### src/rtl/cache_dfp_arbiter_pkg.sv
// Shared types and default widths for the cache-to-memory DFP arbiter.
package cache_dfp_arbiter_pkg;

  localparam int DFP_ADDR_WIDTH = 32;
  localparam int DFP_LINE_WIDTH = 256;

  typedef enum logic [1:0] {
    IDLE  = 2'b00,
    GNT_I = 2'b01,
    GNT_D = 2'b10
  } arb_state_t;

  typedef enum logic {
    REQ_I = 1'b0,
    REQ_D = 1'b1
  } requester_t;

endpackage

### src/rtl/cache_dfp_arbiter.sv
// Shares one memory DFP port between the icache and dcache, keeping a dirty
// writeback and its allocate read together as a single grant.
module cache_dfp_arbiter
  import cache_dfp_arbiter_pkg::*;
#(
  parameter int ADDR_WIDTH = DFP_ADDR_WIDTH,
  parameter int LINE_WIDTH = DFP_LINE_WIDTH
) (
  input  logic                  clk,
  input  logic                  rst,

  input  logic                  icache_dfp_read,
  input  logic                  icache_dfp_write,
  input  logic [ADDR_WIDTH-1:0] icache_dfp_addr,
  input  logic [LINE_WIDTH-1:0] icache_dfp_wdata,
  output logic [LINE_WIDTH-1:0] icache_dfp_rdata,
  output logic                  icache_dfp_resp,

  input  logic                  dcache_dfp_read,
  input  logic                  dcache_dfp_write,
  input  logic [ADDR_WIDTH-1:0] dcache_dfp_addr,
  input  logic [LINE_WIDTH-1:0] dcache_dfp_wdata,
  output logic [LINE_WIDTH-1:0] dcache_dfp_rdata,
  output logic                  dcache_dfp_resp,

  output logic                  dfp_read,
  output logic                  dfp_write,
  output logic [ADDR_WIDTH-1:0] dfp_addr,
  output logic [LINE_WIDTH-1:0] dfp_wdata,
  input  logic [LINE_WIDTH-1:0] dfp_rdata,
  input  logic                  dfp_resp,

  output arb_state_t            dbg_state
);

  // Handshake: a cache raises read or write (write wins if both) with a
  // stable address and holds it until its resp pulses; resp marks completion
  // and rdata is valid in that same cycle. Memory pulses dfp_resp once per op.

  arb_state_t state_q, state_d;
  logic       pair_q, pair_d;
  requester_t last_q, last_d;

  logic req_i, req_d;
  logic gnt_req;

  assign req_i     = icache_dfp_read | icache_dfp_write;
  assign req_d     = dcache_dfp_read | dcache_dfp_write;
  assign gnt_req   = dfp_read | dfp_write;
  assign dbg_state = state_q;

  always_ff @(posedge clk) begin
    if (rst) begin
      state_q <= IDLE;
      pair_q  <= 1'b0;
      last_q  <= REQ_I;
    end else begin
      state_q <= state_d;
      pair_q  <= pair_d;
      last_q  <= last_d;
    end
  end

  always_comb begin
    state_d = state_q;
    pair_d  = pair_q;
    last_d  = last_q;
    case (state_q)
      IDLE: begin
        if (req_i && req_d) begin
          state_d = (last_q == REQ_I) ? GNT_D : GNT_I;
        end else if (req_i) begin
          state_d = GNT_I;
        end else if (req_d) begin
          state_d = GNT_D;
        end
      end
      GNT_I, GNT_D: begin
        if (dfp_resp) begin
          last_d = (state_q == GNT_I) ? REQ_I : REQ_D;
          if (dfp_write) begin
            // Keep the grant so the allocate read can follow with no bubble.
            pair_d = 1'b1;
          end else begin
            pair_d  = 1'b0;
            state_d = IDLE;
          end
        end else if (pair_q) begin
          pair_d = 1'b0;
          if (!gnt_req) begin
            state_d = IDLE;
          end
        end
      end
      default: begin
        state_d = IDLE;
        pair_d  = 1'b0;
      end
    endcase
  end

  always_comb begin
    dfp_read         = 1'b0;
    dfp_write        = 1'b0;
    dfp_addr         = '0;
    dfp_wdata        = '0;
    icache_dfp_resp  = 1'b0;
    dcache_dfp_resp  = 1'b0;
    icache_dfp_rdata = dfp_rdata;
    dcache_dfp_rdata = dfp_rdata;
    case (state_q)
      GNT_I: begin
        dfp_write       = icache_dfp_write;
        dfp_read        = icache_dfp_read & ~icache_dfp_write;
        dfp_addr        = icache_dfp_addr;
        dfp_wdata       = icache_dfp_wdata;
        icache_dfp_resp = dfp_resp;
      end
      GNT_D: begin
        dfp_write       = dcache_dfp_write;
        dfp_read        = dcache_dfp_read & ~dcache_dfp_write;
        dfp_addr        = dcache_dfp_addr;
        dfp_wdata       = dcache_dfp_wdata;
        dcache_dfp_resp = dfp_resp;
      end
      default: ;
    endcase
  end

  // Within one granted transaction the requester must not change op or address.
  a_req_stable: assert property (@(posedge clk) disable iff (rst)
    ((state_q != IDLE) && (state_q == $past(state_q)) && !pair_q &&
     !$past(pair_q) && !$past(dfp_resp))
    |-> ($stable(dfp_addr) && $stable(dfp_read) && $stable(dfp_write)));

endmodule

### config.mk
export PLATFORM = sky130hd
export DESIGN_NAME = cache_dfp_arbiter
export DESIGN_NICKNAME = d
export VERILOG_FILES = /design/src/rtl/cache_dfp_arbiter_pkg.sv /design/src/rtl/cache_dfp_arbiter.sv
export SDC_FILE = /design/constraint.sdc
export NUM_CORES = 1
export LEC_CHECK = 0
export CAP_MARGIN = 25
export CORE_AREA = 2 2 635 637
export DETAILED_ROUTE_END_ITERATION = 8
export DIE_AREA = 0 0 637 639
export GPL_ROUTABILITY_DRIVEN = 1
export HOLD_SLACK_MARGIN = 0.05
export PLACE_DENSITY_LB_ADDON = 0.12
export SETUP_SLACK_MARGIN = 0.3
export SYNTH_ARGS = -nofsm -noshare
export SYNTH_HDL_FRONTEND = slang
export SYNTH_SLANG_ARGS = --single-unit
### constraint.sdc
create_clock -name clk -period 1.6 [get_ports clk]
set_input_delay 0.32 -clock clk [delete_from_list [all_inputs] [get_ports clk]]
set_output_delay 0.32 -clock clk [all_outputs]
set_load 0.01 [all_outputs]
==> results.cfg <==
[final_layout]
final_area_um2 = 27210
final_util_pct = 6.789
fin_nets = 2614
area_growth_pct = 218.5
drive_gt1_share_pct = 60.98

[clock_network]
cts_root_buffer = clkbuf_16
cts_hold_buf = 0
cts_tree = yes
clk_path_buf_depth = 2
htreeDepth = 1
clock_latency_ns = 0.22
clkSinkCount = 4
clk_pin_slew_ns = 0.03
numCtsBuffers = 3

[yosys]
yosys_warnings = 0
synth.distinct_cells = 25
mappedNetlistArea_um2 = 8544
avgSynthCellArea_um2 = 6.992
ys_ff_latch = 4
synth.yosys.seq_area_share_pct = 0.9372
syn_inst = 1222
syn_nets = 2064

[worst_hold_path]
hp-start = pair_q
hold_depth = 2
hold_end = pair_q
hold_path.class = reg2reg

[critical_path]
r2r_setup_slack_ns = -0.33
cpMostUsedCell = buf_12
reg2reg_depth = 9
path_cells = inv_4 > ha_4 > buf_6 > buf_12 > buf_12 > nor2b_4 > clkdlybuf4s50_1
slowest_stage = clkdlybuf4s50_1
critical_path_buf_inv_count = 5
slowest_delay_ns = 0.53
cp.required_ns = 1.28
end_kind = output pin
crit_path_start = dbg_state[0]
rr_endpoint = dbg_state[0]
crit_family = buffers and inverters
worst-setup-path-type = reg2out
timing.rr.start = dbg_state[0]
start_kind = register
worst-path-max-fanout = 20
cp.arrival_ns = 2.14

[timing]
setup_slack_ns = -0.8614
relSlewSlack_pct = 69.17
maxSlewViolCount = 0
fin_crit_ns = 2.461
worstMarginPinSlew_ns = 0.4625
skew_ns = 0.001050
timing.final.crit_share_pct = 153.8
finalSetupViolCount = 296
fmax_mhz = 406.3
rsz0062_at_grt = true
hold_viol_final = 0

[detailed_routing]
vias = 12420
first_iter_violations = 527
post_drt_wl_per_cell_um = 32.60
firstDrtPassIters = 4
viasPerCell = 1.752
route.detailed.drc = 0
antenna_left = 0
routed_wl_mm = 231.1

[global_routing]
grt_remaining_overflow = 0
grt_max_degree = 42
grt_pass1_wl_mm = 256.8
grt_pass1_vias = 12110
antenna_found_initial = 248
grt_use_total_pct = 10.72

[floorplanning]
die_x_um = 637
rows = 233
coreArea_um2 = 400900
die_h_um = 639
io_pins = 1645
start_util_pct = 2.132
dieArea_um2 = 407000

[place]
port-buffer-count = 876
post_dp_cell_area_um2 = 24390
gp_congestion = 0.7399
hpwlAfterDp_mm = 215.0

[outcome]
status = finished with violations
violations = negative setup slack

[power]
power.density_nw_per_um2 = 946.5
vdd_drop_max_uv = 377.1
p_leak_nw = 7.970

[run]
maxCapViolCount = 0
## kinds of logic after synthesis
group / synth area share, %
and+or+nand+nor: 22.20
DFF: 0.9372
AOI/OAI and AO/OA: 26.08
buffers and inverters: 50.11
adders and majority gates: 0.4393
muxes: 0.2343
## registers in the layout, indices dropped and copies added, names as in the netlist
| name | count |
|---|---|
| dbg_state | 2 |
| last_q | 1 |
| pair_q | 1 |
## worst max-delay path by stage
stage,cells after the start,to
2_1_floorplan,6,dfp_addr[0]
3_3_place_gp,8,dfp_wdata[247]
3_5_place_dp,8,dfp_wdata[247]
4_1_cts,6,dfp_wdata[193]
5_1_grt,7,dfp_wdata[182]
6_report,7,dfp_wdata[182]
## power breakdown
group          leakage (nW)  switching [mW]  internal [mW]  total (mW)
clock                0.0383          0.0691          0.329       0.398
sequential           0.0341          0.0353          0.131       0.167
combinational          7.90            11.1           14.1        25.2
## layout by cell type, fill, tap and decap left out, types with 4 or more instances in the layout
cell type        instances
buf_2                   32
buf_12                 163
clkbuf_16               16
a22oi_1                 30
clkdlybuf4s50_1        595
buf_16                  14
buf_4                  133
clkbuf_2                41
nor2b_2                 92
nor2b_4                182
nand2_1                  4
buf_6                  111
dlymetal6s2s_1          24
nor2b_1                 16
diode_2                 31
buf_8                   19
clkdlybuf4s15_2          7
a22oi_2                259
## worst register-to-register path, cell delays in order (launching register included)
cell,delay (ns)
dfxtp_4,0.37
inv_4,0.05
ha_4,0.18
buf_12,0.15
buf_12,0.16
a22oi_2,0.15
buf_4,0.16
o2111ai_1,0.12
a31oi_2,0.28
mux2i_1,0.23
## through the flow
stage | total power, mW | TNS (ns) | hold slack [ns] | setup WS (ns) | instances
3_5_place_dp | 20.16 | -172.64 | 0.4776 | -0.9335 | 6926
3_3_place_gp | 20.27 | -175.53 | 0.4789 | -0.9304 | 6926
6_report | 25.76 | -170.64 | 0.4882 | -0.8614 | 7089
2_1_floorplan | 10.67 | 0 | 0.3924 | 0.008066 | 1222
4_1_cts | 22.37 | -225.00 | 0.4870 | -0.9364 | 6953
5_1_grt | 27.54 | -191.52 | 0.5193 | -0.9341 | 7060
## cell type report
type | count | area, um^2
tap | 5287 | 6615
antenna | 31 | 77.57
multi-input combinational | 607 | 7114
sequential | 4 | 87.58
timing repair buffer | 1154 | 13230
clock buffer | 4 | 78.83
inverter | 2 | 12.51
fill | 46840 | 373600
## Yosys cell counts
cell type / count / share of area (%)
o22ai_1: 1 / 0.073
a22oi_1: 288 / 25
nor2b_1: 290 / 21
inv_1: 2 / 0.088
nor3_1: 1 / 0.059
and2_1: 2 / 0.15
ha_1: 3 / 0.44
buf_4: 513 / 45
a22oi_2: 1 / 0.15
nand2b_1: 3 / 0.22
a21oi_1: 2 / 0.12
o2111ai_1: 1 / 0.10
nor2_1: 3 / 0.13
buf_1: 1 / 0.044
a311oi_1: 1 / 0.10
nand2_1: 4 / 0.18
a31oi_2: 1 / 0.15
nand3b_1: 1 / 0.088
dfxtp_1: 4 / 0.94
and3_1: 1 / 0.073
clkbuf_1: 45 / 2.0
a21boi_1: 1 / 0.088
buf_2: 50 / 2.9
or2_2: 1 / 0.073
mux2i_1: 2 / 0.23
## layer usage
metal	up-vias	part of all wire (%)	track usage (%)
li1	4815	-	-
met1	5443	33	10.38
met2	1572	44	16.97
met3	485	20	10.08
met4	104	2.2	1.317
met5	-	0.39	0.4845
## timing repair
item | in CTS | in global routing
endpoints found under the setup margin | 296 | 297
gates cloned | 4 | 14
setup buffers | 19 | 91
endpoints found under the hold margin | 0 | 0
gates resized for setup | 318 | 594
pin swaps | 8 | 46
No activity file was read; power rests on OpenSTA's default activity.
